<file path="src/rtl/regfile_multiport.sv">
// Multi-port MIPS register file: NUM_RD registered read ports, one write port.
// Optional REGFILE_BYPASS_EN forwards a same-edge write to matching reads.
module regfile_multiport #(
  parameter int DATA_W = 32,
  parameter int ADDR_W = 5,
  parameter int NUM_RD = 2
) (
  input  logic                     clk,
  input  logic                     rst_n,
  input  logic                     wr_en,
  input  logic [ADDR_W-1:0]        wr_addr,
  input  logic [DATA_W-1:0]        wr_data,
  input  logic [NUM_RD-1:0]        rd_en,
  input  logic [NUM_RD*ADDR_W-1:0] rd_addr,
  output logic [NUM_RD*DATA_W-1:0] rd_data,
  output logic [NUM_RD-1:0]        rd_valid
);

  localparam int DEPTH = 1 << ADDR_W;

  logic [DATA_W-1:0] regs   [DEPTH];
  logic [ADDR_W-1:0] addr   [NUM_RD];
  logic [DATA_W-1:0] rd_nxt [NUM_RD];
  logic [DATA_W-1:0] data_q [NUM_RD];
  logic [NUM_RD-1:0] valid_q;
  logic              wr_hit;

  assign wr_hit = wr_en && (wr_addr != '0);

  genvar g;
  generate
    for (g = 0; g < NUM_RD; g++) begin : g_port
      assign addr[g] = rd_addr[g*ADDR_W +: ADDR_W];
      assign rd_data[g*DATA_W +: DATA_W] = data_q[g];
    end
  endgenerate

  assign rd_valid = valid_q;

  // r0 is never written, so it stays at its reset value of zero.
  always_ff @(posedge clk or negedge rst_n) begin
    if (!rst_n) begin
      regs <= '{default: '0};
    end else if (wr_hit) begin
      regs[wr_addr] <= wr_data;
    end
  end

  always_comb begin
    for (int i = 0; i < NUM_RD; i++) begin
      rd_nxt[i] = regs[addr[i]];
      if (addr[i] == '0) begin
        rd_nxt[i] = '0;
      end
`ifdef REGFILE_BYPASS_EN
      else if (wr_hit && (wr_addr == addr[i])) begin
        rd_nxt[i] = wr_data;
      end
`endif
    end
  end

  // Idle ports keep their last data; only the valid strobe drops.
  always_ff @(posedge clk or negedge rst_n) begin
    if (!rst_n) begin
      data_q  <= '{default: '0};
      valid_q <= '0;
    end else begin
      for (int i = 0; i < NUM_RD; i++) begin
        valid_q[i] <= rd_en[i];
        if (rd_en[i]) begin
          data_q[i] <= rd_nxt[i];
        end
      end
    end
  end

endmodule

</file>
<file path="config.mk">
export PLATFORM = sky130hd
export DESIGN_NAME = regfile_multiport
export DESIGN_NICKNAME = d
export VERILOG_FILES = /design/src/rtl/regfile_multiport.sv
export SDC_FILE = /design/constraint.sdc
export NUM_CORES = 2
export LEC_CHECK = 0
export CELL_PAD_IN_SITES_DETAIL_PLACEMENT = 1
export CELL_PAD_IN_SITES_GLOBAL_PLACEMENT = 1
export CORE_UTILIZATION = 48
export CTS_CLUSTER_SIZE = 8
export DETAILED_ROUTE_END_ITERATION = 8
export GPL_ROUTABILITY_DRIVEN = 0
export GPL_TIMING_DRIVEN = 0
export MAX_ROUTING_LAYER = met4
export PLACE_DENSITY_LB_ADDON = 0.1
export SYNTH_ARGS = -nofsm -noshare
export SYNTH_HDL_FRONTEND = slang
export SYNTH_SLANG_ARGS = --single-unit
</file>
<file path="constraint.sdc">
create_clock -name clk -period 1.7 [get_ports clk]
set_input_delay 0.34 -clock clk [delete_from_list [all_inputs] [get_ports clk]]
set_output_delay 0.34 -clock clk [all_outputs]
set_load 0.01 [all_outputs]
</file>
==> results.py <==
metrics = {
    "run_status": {
        "status": "complete, but fails checks",
        "failed_checks": "negative hold slack, negative setup slack",
    },
    "logic_synthesis": {
        "ys_seq_area_frac": 0.481,
        "syn-num-nets": 4056,
        "yosys.area.top_type": "dfrtp_1",
        "synthAdderAreaFrac": 0,
        "synthTopCellsByArea": "dfrtp_1 (48%), mux2_2 (21%), mux4_2 (13%)",
        "synth_top_area_frac": 0.481,
        "yosys_register_bits": 1090,
        "synth-xor-area-share": 0,
        "synth-compound-area-share": 0.0479,
        "synth-simple-area-share": 0.0318,
        "avgSynthCellArea_sq_um": 14.2,
        "yosysUniqueCellTypes": 35,
        "syn_area_sq_um": 56700,
        "synth_top_family_by_area": "multiplexers",
        "yosys_warnings": 0,
        "synth_mux_area_frac": 0.405,
        "synthCells": 4004,
    },
    "clock_network": {
        "path_clk_slew_ns": 0.05,
        "cts_made_buffers": 155,
        "cts_root_buffer": "clkbuf_16",
        "cts.sinks": 1090,
        "clock_path_buffers": 3,
        "htree_levels": 4,
        "cts_tree": "built",
        "clock_latency_ns": 0.79,
    },
    "die": {
        "die_h_microns": 346,
        "dieArea_sq_um": 119000,
        "placementRows": 125,
        "initial_core_util": 0.486,
        "ios": 118,
        "fp.dieW_microns": 346,
        "core_sq_um": 117000,
    },
    "sta": {
        "rsz0062_at_grt": "true",
        "timing.hold.ws_ns": -0.496,
        "fin_setup_tns_ns": -1.07,
        "finalCriticalPeriod_ns": 1.82,
        "hold_viol": 225,
        "drv_slew": 0,
        "tightestPinTransition_ns": 0.960,
        "setup_slack_ns": -0.115,
        "fin_crit_sh": 1.07,
        "skew_ns": 0.0331,
        "timing.fmax_mhz": 551,
        "finalSetupViolCount": 51,
        "relSlewSlack": 0.360,
    },
    "pwr": {
        "power_frac_seq": 0.434,
        "combPwrFrac": 0.211,
        "p_total_mw": 80.0,
        "switching_share": 0.285,
        "powerDensity_nw_per_um2": 1190,
        "vdd_drop_max_v": 0.00123,
        "pwr-share-clk": 0.356,
        "p_leak_nw": 29.5,
        "p_int_mw": 57.2,
        "switchingPower_mw": 22.8,
    },
    "grt": {
        "gr-usage-all-layers": 0.336,
        "grt_pass1_vias": 39600,
        "grt_pass1_wl_microns": 283000,
        "gr-total-overflow": 0,
        "antenna_found_initial": 10,
        "grt_max_degree": 155,
    },
    "setup_path": {
        "startpoint_type": "register",
        "reg2reg_slack_ns": -0.12,
        "r2r.worst_path.cells": 4,
        "reg2reg_to": "rd_data[61]",
        "timing.rr.start": "regs[413]",
        "required_ns": 2.36,
        "path_class": "register to register",
        "critPathMaxFanout": 3,
        "crit_arrival_ns": 2.48,
        "crit_path_end_kind": "register",
    },
    "min_path": {
        "hold_class": "primary input to asynchronous set/reset pin",
    },
    "place": {
        "post-place-ws_ns": -2.19,
        "dp.cells": 5646,
        "post-dp-hpwl_microns": 144000,
        "io_buffers": 111,
        "placed_cell_area_sq_um": 61300,
    },
    "final_layout": {
        "final_common_cell": "dfrtp_1",
        "final_cell_mix": "dfrtp_1 (1084), mux2_2 (994), mux2i_1 (376)",
        "area_growth_syn_to_layout_pct": 19.1,
        "design_area_sq_um": 67500,
        "final_cells": 5880,
        "nets": 4382,
        "fin_util": 0.579,
        "fillers": 10800,
        "drive_gt1_frac": 0.504,
    },
    "routing": {
        "wirelength_microns": 192000,
        "drt_iter0_markers": 2952,
        "via_per_inst": 6.37,
        "drc": 0,
        "ant_nets": 0,
        "vias": 37500,
        "drtPass1Iterations": 7,
        "routedWlPerCell_microns": 32.7,
    },
    "run": {
        "drv_cap": 0,
    },
}
## worst max-delay path: stages, from the launching register on
cell and delay (ns):
dfrtp_1 0.40, mux4_2 0.57, nor4_4 0.38, or4_4 0.28, a21oi_2 0.07
## per-layer routing
layer / GRT usage / vias up / share of wire
met4: 0.109 / 0 / 0.031
met5: - / - / 0
met1: 0.478 / 20200 / 0.46
met3: 0.0594 / 286 / 0.058
li1: - / 15900 / -
met2: 0.489 / 1080 / 0.45
## what timing repair did
item                                     CTS  global route
hold endpoints to repair                 218           161
buffers inserted                          32            16
pin swaps                                  5             4
endpoints found under the setup margin  1382           346
gates resized for setup                  710            97
gates cloned                               8             1
## cell usage after synthesis
| cell | instances |
|---|---|
| a211oi_1 | 2 |
| nor4b_1 | 2 |
| nor3b_1 | 4 |
| o2111ai_1 | 2 |
| mux2_2 | 1056 |
| a21oi_1 | 62 |
| or3b_2 | 5 |
| or3_1 | 4 |
| nor3_1 | 5 |
| nor4_1 | 4 |
| nor2b_1 | 2 |
| or2_2 | 2 |
| a31o_2 | 2 |
| o21ai_0 | 2 |
| nor2_1 | 144 |
| buf_6 | 12 |
| o22ai_1 | 124 |
| buf_4 | 20 |
| nor4bb_1 | 2 |
| a22o_1 | 60 |
| o211ai_1 | 62 |
| mux4_2 | 324 |
| nand2b_1 | 66 |
| dfrtp_1 | 1090 |
| a2111oi_0 | 66 |
| and3_1 | 1 |
| nand3_1 | 4 |
| nand2_1 | 17 |
| buf_2 | 72 |
| clkbuf_1 | 282 |
| clkinv_1 | 2 |
| mux2i_1 | 378 |
| buf_1 | 51 |
| nand3b_1 | 9 |
| or4_1 | 64 |
## cells by family (layout without fill, tap and decap cells)
| family | count (synthesis) | count (layout) |
|---|---|---|
| compound gates | 382 | 382 |
| buf+inv | 439 | 787 |
| flops | 1090 | 1090 |
| mux | 1758 | 1758 |
| other cells | 0 | 4 |
| simple gates | 335 | 335 |
## power groups by stage
stage	clock, mW	combinational, mW	sequential (mW)
floorplan	0	11.4	33.5
global placement	0	14.9	34.6
detailed placement	0	15.8	34.9
CTS	28.9	16.5	34.5
global route	29.8	17.8	35.3
finish	28.4	16.8	34.7
## registers in the layout, indices dropped and copies added, names as in the netlist
name and count:
rd_valid 2, rd_data 64, regs 1024
## worst max-delay path by stage
stage          startpoint  slack [ns]     endpoint
5_1_grt         regs[413]       -0.11  rd_data[61]
4_1_cts        rd_data[8]       -0.07   rd_data[8]
3_5_place_dp   rd_addr[7]       -2.19  rd_data[52]
6_report        regs[413]       -0.12  rd_data[61]
3_3_place_gp        rst_n      -50.79    regs[142]
2_1_floorplan  rd_addr[0]       -0.24  rd_data[12]
## area by class of cell
type	count	area [sq um]	share of cell area
multi-input cells	2475	29800	0.441
flip-flops and latches	1090	27300	0.404
clock buffers	171	4130	0.0612
plain buffers	431	2650	0.0392
well taps	1524	1910	0.0282
repair buffers	175	1650	0.0245
clock inverters	8	95.1	0.00141
diodes	4	10.0	0.000148
inverters	2	7.51	0.000111
(Power assumes the default switching activity.)
